### src/rtl/bubble_sort_ctrl_if.sv
// Bundle of command, status, RAM and ALU signals between the bubble-sort sequencer
// and its surroundings; master is the sequencer, slave is the RAM/ALU/command side.
interface bubble_sort_ctrl_if #(
   parameter int AW = 3,
   parameter int DW = 16
);
   logic          start;
   logic          busy;
   logic          done;
   logic [15:0]   swap_count;
   logic [AW-1:0] mem_addr;
   logic          mem_we;
   logic [DW-1:0] mem_wdata;
   logic [DW-1:0] mem_rdata;
   logic [DW-1:0] alu_op1;
   logic [DW-1:0] alu_op2;
   logic [1:0]    alu_op;
   logic          alu_gt;

   modport master (
      input  start, mem_rdata, alu_gt,
      output busy, done, swap_count, mem_addr, mem_we, mem_wdata,
             alu_op1, alu_op2, alu_op
   );

   modport slave (
      output start, mem_rdata, alu_gt,
      input  busy, done, swap_count, mem_addr, mem_we, mem_wdata,
             alu_op1, alu_op2, alu_op
   );
endinterface

### src/rtl/bubble_sort_ctrl.sv
// In-place ascending unsigned bubble sort of RAM[0..N-1], driving a single-port
// synchronous RAM and a compare-mode ALU; early exit on a pass without swaps.
module bubble_sort_ctrl #(
   parameter int N  = 8,
   parameter int AW = 3,
   parameter int DW = 16
) (
   input  logic               clk,
   input  logic               rst,
   bubble_sort_ctrl_if.master bus
);

   typedef enum logic [3:0] {
      S_IDLE,
      S_RD_A,
      S_RD_B,
      S_LD_B,
      S_CMP,
      S_WR_A,
      S_WR_B,
      S_NEXT,
      S_DONE
   } state_t;

   localparam int LAST = N - 2;

   function automatic logic [15:0] sat_inc16(input logic [15:0] v);
      return (v == 16'hFFFF) ? v : v + 16'd1;
   endfunction

   state_t        r_state;
   state_t        w_state_nx;
   logic [AW-1:0] r_i;
   logic [AW-1:0] r_j;
   logic [AW-1:0] w_i_nx;
   logic [AW-1:0] w_j_nx;
   logic          r_swapped;
   logic          w_swapped_nx;
   logic [DW-1:0] r_a;
   logic [DW-1:0] r_b;
   logic [DW-1:0] w_a_nx;
   logic [DW-1:0] w_b_nx;
   logic [15:0]   r_swap_count;
   logic [15:0]   w_swap_count_nx;
   logic [AW-1:0] r_addr_hold;
   logic [AW-1:0] w_addr;
   logic [DW-1:0] r_wdata_hold;
   logic [DW-1:0] w_wdata;
   logic          w_we;
   logic [1:0]    w_alu_op;
   logic          w_more_pairs;
   logic          w_last_pass;

   always_ff @(posedge clk) begin
      if (rst) begin
         r_state      <= S_IDLE;
         r_i          <= '0;
         r_j          <= '0;
         r_swapped    <= 1'b0;
         r_a          <= '0;
         r_b          <= '0;
         r_swap_count <= '0;
         r_addr_hold  <= '0;
         r_wdata_hold <= '0;
      end else begin
         r_state      <= w_state_nx;
         r_i          <= w_i_nx;
         r_j          <= w_j_nx;
         r_swapped    <= w_swapped_nx;
         r_a          <= w_a_nx;
         r_b          <= w_b_nx;
         r_swap_count <= w_swap_count_nx;
         r_addr_hold  <= w_addr;
         r_wdata_hold <= w_wdata;
      end
   end

   // Pair (j, j+1) is the last of pass i when j reaches N-2-i.
   assign w_more_pairs = (int'(r_j) + int'(r_i)) < LAST;
   assign w_last_pass  = int'(r_i) == LAST;

   always_comb begin
      w_state_nx      = r_state;
      w_i_nx          = r_i;
      w_j_nx          = r_j;
      w_swapped_nx    = r_swapped;
      w_a_nx          = r_a;
      w_b_nx          = r_b;
      w_swap_count_nx = r_swap_count;
      w_addr          = r_addr_hold;
      w_wdata         = r_wdata_hold;
      w_we            = 1'b0;
      w_alu_op        = 2'b00;

      unique case (r_state)
         S_IDLE: begin
            if (bus.start) begin
               w_swap_count_nx = '0;
               w_i_nx          = '0;
               w_j_nx          = '0;
               w_swapped_nx    = 1'b0;
               w_state_nx      = (N < 2) ? S_DONE : S_RD_A;
            end
         end
         S_RD_A: begin
            w_addr     = r_j;
            w_state_nx = S_RD_B;
         end
         S_RD_B: begin
            w_addr     = r_j + AW'(1);
            w_a_nx     = bus.mem_rdata;
            w_state_nx = S_LD_B;
         end
         S_LD_B: begin
            w_b_nx     = bus.mem_rdata;
            w_state_nx = S_CMP;
         end
         S_CMP: begin
            w_alu_op   = 2'b01;
            w_state_nx = bus.alu_gt ? S_WR_A : S_NEXT;
         end
         S_WR_A: begin
            w_we       = 1'b1;
            w_addr     = r_j;
            w_wdata    = r_b;
            w_state_nx = S_WR_B;
         end
         S_WR_B: begin
            w_we            = 1'b1;
            w_addr          = r_j + AW'(1);
            w_wdata         = r_a;
            w_swap_count_nx = sat_inc16(r_swap_count);
            w_swapped_nx    = 1'b1;
            w_state_nx      = S_NEXT;
         end
         S_NEXT: begin
            if (w_more_pairs) begin
               w_j_nx     = r_j + AW'(1);
               w_state_nx = S_RD_A;
            end else if (!r_swapped || w_last_pass) begin
               w_state_nx = S_DONE;
            end else begin
               w_i_nx       = r_i + AW'(1);
               w_j_nx       = '0;
               w_swapped_nx = 1'b0;
               w_state_nx   = S_RD_A;
            end
         end
         S_DONE: begin
            w_state_nx = S_IDLE;
         end
         default: begin
            w_state_nx = S_IDLE;
         end
      endcase
   end

   assign bus.busy       = (r_state != S_IDLE) && (r_state != S_DONE);
   assign bus.done       = (r_state == S_DONE);
   assign bus.swap_count = r_swap_count;
   assign bus.mem_addr   = w_addr;
   assign bus.mem_we     = w_we;
   assign bus.mem_wdata  = w_wdata;
   assign bus.alu_op1    = r_a;
   assign bus.alu_op2    = r_b;
   assign bus.alu_op     = w_alu_op;

endmodule

### src/flat_wrapper.sv
// flat-port wrapper written by rule: the top's interface ports become plain ports
module bubble_sort_ctrl_flat 
#(
   parameter int N  = 8,
   parameter int AW = 3,
   parameter int DW = 16
)
  (clk, rst, bus_start, bus_mem_rdata, bus_alu_gt, bus_busy, bus_done, bus_swap_count, bus_mem_addr, bus_mem_we, bus_mem_wdata, bus_alu_op1, bus_alu_op2, bus_alu_op);
  bubble_sort_ctrl_if #(.AW(AW), .DW(DW)) bus_i ();
  input  logic clk;
  input  logic rst;
  input wire logic [$bits(bus_i.start)-1:0] bus_start;
  input wire logic [$bits(bus_i.mem_rdata)-1:0] bus_mem_rdata;
  input wire logic [$bits(bus_i.alu_gt)-1:0] bus_alu_gt;
  output wire logic [$bits(bus_i.busy)-1:0] bus_busy;
  output wire logic [$bits(bus_i.done)-1:0] bus_done;
  output wire logic [$bits(bus_i.swap_count)-1:0] bus_swap_count;
  output wire logic [$bits(bus_i.mem_addr)-1:0] bus_mem_addr;
  output wire logic [$bits(bus_i.mem_we)-1:0] bus_mem_we;
  output wire logic [$bits(bus_i.mem_wdata)-1:0] bus_mem_wdata;
  output wire logic [$bits(bus_i.alu_op1)-1:0] bus_alu_op1;
  output wire logic [$bits(bus_i.alu_op2)-1:0] bus_alu_op2;
  output wire logic [$bits(bus_i.alu_op)-1:0] bus_alu_op;
  assign bus_i.start = bus_start;
  assign bus_i.mem_rdata = bus_mem_rdata;
  assign bus_i.alu_gt = bus_alu_gt;
  assign bus_busy = bus_i.busy;
  assign bus_done = bus_i.done;
  assign bus_swap_count = bus_i.swap_count;
  assign bus_mem_addr = bus_i.mem_addr;
  assign bus_mem_we = bus_i.mem_we;
  assign bus_mem_wdata = bus_i.mem_wdata;
  assign bus_alu_op1 = bus_i.alu_op1;
  assign bus_alu_op2 = bus_i.alu_op2;
  assign bus_alu_op = bus_i.alu_op;
  bubble_sort_ctrl #(.N(N), .AW(AW), .DW(DW)) u_core (.clk(clk), .rst(rst), .bus(bus_i));
endmodule
### config.mk
export PLATFORM = sky130hd
export DESIGN_NAME = bubble_sort_ctrl_flat
export DESIGN_NICKNAME = d
export VERILOG_FILES = /design/src/rtl/bubble_sort_ctrl_if.sv /design/src/rtl/bubble_sort_ctrl.sv /design/src/flat_wrapper.sv
export SDC_FILE = /design/constraint.sdc
export NUM_CORES = 1
export LEC_CHECK = 0
export CORE_MARGIN = 4
export CORE_UTILIZATION = 42
export DETAILED_ROUTE_END_ITERATION = 16
export GPL_ROUTABILITY_DRIVEN = 0
export PLACE_DENSITY = 0.8
export SLEW_MARGIN = 20
export SYNTH_ARGS = -nofsm -noshare
export SYNTH_HDL_FRONTEND = slang
export SYNTH_SLANG_ARGS = --single-unit
### constraint.sdc
create_clock -name clk -period 3.25 [get_ports clk]
set_input_delay 0.4875 -clock clk [delete_from_list [all_inputs] [get_ports clk]]
set_output_delay 0.4875 -clock clk [all_outputs]
set_load 0.03 [all_outputs]
==> results.md <==
Clock tree:
- The cell sitting at the root of the clock tree is a sky130_fd_sc_hd__clkbuf_8.
- In this run the post-CTS setup repair buffer count came out at 0.
- The H-tree was split into 3 levels.
- TritonCTS built the clock tree.
- For this design, the CTS-stage hold fixing added 0 buffers.
- The largest buffer count on any clock path is 2.
- The total clock sinks is 78.
- The quantity of gates resized following cts is 0.
- Clock-pin slew was measured on the worst setup and hold paths at 80 ps.
- The clock insertion delay at the later pin of the skew report is 360 ps.
- In this run, CTS created clock tree buffers numbering 9.

Cells and area:
- The count of antenna diodes in the layout is 0.
- The utilization of the core after routing is 0.550.
- Summing all multi-input logic gate instances after layout gives 2140 sq um.
- After routing the design area is 5060 sq um.
- The layout has 833 filler cells.
- The number of nets in the layout is 589.
- Of the cells placed in the final design, the portion with a size suffix greater than 1 is 0.0970.
- Registers take 1560 sq um.
- The area growth from synthesis to layout is 28.7%.

Pwr:
- The static power due to leakage is 1.74 nW.
- The total power of the final layout is 2.30 mW.
- The worst-case IR drop observed on VDD is 0.224 mV.
- Power spread over the standard cell area amounts to 454 nW/um^2.

Global routing:
- In this run the most used layer during global routing was met2.
- Entering global routing, the biggest net connects 35 pins.
- For this run, global-route usage on met3 was measured as 0.0364.
- The number of antenna violations at the first check in global routing is 0.
- For this run the aggregate overflow at the end of global routing stands at 0.
- The via count of the first global-routing pass is 3,801.
- The met2 usage is 0.344.
- For this run, the total global-route usage over all layers was measured as 0.197.
- The met1 usage is 0.241.
- The first global-routing pass estimated 18.0 mm of wire.

Setup path:
- Across all register-to-register paths, the minimum setup slack is 630 ps.
- The critical path is of the flop to primary output type.
- The family of cells with the greatest summed delay on the critical path is flip-flops.
- The critical path goes through nor2b_2 -> buf_4 -> nand2_2 -> o22ai_1 -> a211oi_1 -> buf_4.
- The startpoint type of the worst setup path is a flop.
- For the worst flop-to-flop path, the logic depth is 6.
- The highest cell delay on the worst timing path is 640 ps.
- The type of destination of the critical path is a primary output.
- The highest-delay cell along the critical path is sky130_fd_sc_hd__dfxtp_1.
- The number of stages on the worst setup path is 6.
- The buffers plus inverters on the worst setup path is 2.
- Along the worst path, the maximum fanout reaches 25.
- At the worst endpoint, the arrival time is 2420 ps.
- The most numerous cell type found on the critical path is sky130_fd_sc_hd__buf_4.
- Data on the critical path is required at its endpoint by 2760 ps.

Timing:
- For the final database, setup skew stands at 9.24 ps.
- The slack of the critical path is 342 ps.
- The number of hold violations in the final report is 0.
- Setup repair after global routing left no endpoint under its margin.
- Headroom to the max-slew limit came out at 0.484.
- The worst path in the final design needs a cycle of 2910 ps, including I/O delays and setup.
- Setup violations remaining at the end of the flow were counted as 0.
- The number of max-slew violations in the final report came to 0.
- For the pin with the worst max-slew slack, the measured transition is 772 ps.
- After routing, the total negative slack on setup checks comes to 0 ps.
- The post-route clock period utilization is 0.895.
- The maximum operating frequency is 344 MHz.

Worst hold path:
- The path class of the lowest-slack min-delay path is flop to flop.
- The hold path depth is 2.

Drt:
- In this run, the number of DRC markers left after iteration 0 of detailed routing was 240.
- The length of the first detailed-routing pass in iterations is 5.
- Detailed routing inserted a total of 4,035 vias.
- After detailed routing, the number of remaining DRC violations is 0.
- The via-per-instance ratio is 5.95.
- In the final routed layout, each cell accounts on average for 16.2 um.
- The routed design has 11.0 mm of wire.
- The number of nets with antenna violations after routing is 0.

Yosys:
- The unique cell type count in the Yosys netlist is 63.
- Synthesis produced a netlist whose cell count is 489.
- The average cell area after synthesis is 8.04 sq um.
- The count of flip-flops with a built-in enable after synthesis is 0.
- Summing every instance area after synthesis gives 3930 sq um.
- In the synthesized netlist the dominant register cell turns out to be sky130_fd_sc_hd__dfxtp_1.
- The largest total area in the synthesized netlist belongs to sky130_fd_sc_hd__dfxtp_1.
- The share of synthesized area in the top cell type comes to 0.397.
- Sorting the synthesized cells by area gives the leading types as sky130_fd_sc_hd__dfxtp_1 (40%), sky130_fd_sc_hd__a21oi_1 (7.6%), sky130_fd_sc_hd__nand2_1 (7.5%), sky130_fd_sc_hd__o22ai_1 (3.7%), sky130_fd_sc_hd__nor2_1 (3.3%).
- The number of nets handed over by synthesis was 516.
- For this run, the number of Yosys warnings is 0.
- Yosys instantiated no cell more often than sky130_fd_sc_hd__nand2_1.
- Counting flops with an async set or reset pin after synthesis yields a share of 0.
- Synthesis inferred 78 register bits.
- The post-synthesis sequential area ratio is 0.397.
- Ranked by instance count, the synthesized netlist is headed by sky130_fd_sc_hd__nand2_1 (79), sky130_fd_sc_hd__dfxtp_1 (78), sky130_fd_sc_hd__a21oi_1 (60), sky130_fd_sc_hd__nor2_1 (35), sky130_fd_sc_hd__o22ai_1 (23).

Floorplanning:
- 92 I/O pins were placed.
- Row generation in the floorplan step produced 35 rows.
- For this configuration, the core starts out at a cell density of 0.428.
- The y dimension of the die is 105 um.
- The horizontal die dimension is 105 um.
- The die covers 11,000 sq um.
- The core area is 9200 sq um.

Status:
- The flow ran to the end, and the final reports show no timing, DRC or antenna violations.

Placement:
- The pre-CTS setup slack is 670 ps.
- The total of buffers placed on input and output ports is 90.
- Detailed placement ended at an HPWL of 7.60 mm.
- The placed standard-cell area is 4840 sq um.

Run:
- The number of max-cap violations is 0.
## final timing paths
check                                     startpoint                            endpoint
hold / removal    u_core.bus.alu_op1[3]$_SDFFE_PP0P_  u_core.bus.alu_op1[3]$_SDFFE_PP0P_
hold reg to reg   u_core.bus.alu_op1[3]$_SDFFE_PP0P_  u_core.bus.alu_op1[3]$_SDFFE_PP0P_
setup reg to reg          u_core.r_j[0]$_SDFFE_PP0P_          u_core.r_j[2]$_SDFFE_PP0P_
setup / recovery      u_core.r_state[2]$_SDFFE_PP0N_                    bus_mem_wdata[0]
## stage by stage
step                      hold WS, ps  std cells
after floorplan                   467        489
after global placement            464        662
after detailed placement          465        662
after CTS                         478        678
after global routing              497        678
final                             474        678
## cell type report
cell class	instances	area share
multi-input cells	359	0.422
flip-flops and latches	78	0.309
repair buffers	96	0.184
well taps	111	0.0274
clock buffers	9	0.0245
clock inverters	7	0.0193
inverters	18	0.0133
## metal layers
layer,vias to the layer above,wire (um)
li1,1943,-
met2,140,5530
met5,-,0
met4,0,209
met1,1933,4680
met3,19,589
## cells in the final DEF (no fill, tap or decap), types with 10 or more instances in the layout
| master | count |
|---|---|
| sky130_fd_sc_hd__a21oi_1 | 60 |
| sky130_fd_sc_hd__buf_4 | 21 |
| sky130_fd_sc_hd__a211oi_1 | 17 |
| sky130_fd_sc_hd__nor2_1 | 35 |
| sky130_fd_sc_hd__dfxtp_1 | 77 |
| sky130_fd_sc_hd__a31oi_1 | 12 |
| sky130_fd_sc_hd__o21ai_0 | 10 |
| sky130_fd_sc_hd__or3_1 | 10 |
| sky130_fd_sc_hd__clkdlybuf4s50_1 | 71 |
| sky130_fd_sc_hd__nand2_1 | 79 |
| sky130_fd_sc_hd__inv_1 | 18 |
| sky130_fd_sc_hd__o22ai_1 | 23 |
## sequential cells by signal (all words and copies together), names as in the netlist
signal and flops:
u_core.r_wdata_hold 16, u_core.r_swapped 1, u_core.r_state 4, u_core.bus.alu_op1 16, u_core.r_i 3, u_core.bus.swap_count 16, u_core.r_j 3, u_core.r_addr_hold 3
u_core.bus.alu_op2 16
## worst min-delay path, cell delays in order, from the launching register on
cell and delay, ps:
sky130_fd_sc_hd__dfxtp_1 320, sky130_fd_sc_hd__nand2_1 50, sky130_fd_sc_hd__a21oi_1 50
## kinds of logic (layout without fill, tap and decap cells)
kind of cell | after synthesis | in the layout | share of synthesized area
other cells | 1 | 1 | 0.000954
buf+inv | 52 | 130 | 0.0601
compound gates | 166 | 166 | 0.278
xor+xnor | 3 | 3 | 0.00668
simple gates | 180 | 180 | 0.227
fa+ha+maj | 7 | 7 | 0.0242
flops | 78 | 78 | 0.397
mux | 2 | 2 | 0.00541
## power breakdown
group          internal [mW]  total, mW  switching, mW
clock network          0.436      0.818          0.381
registers              0.986       1.03         0.0394
logic                  0.185      0.457          0.272
No activity file was read; power rests on OpenSTA's default activity.
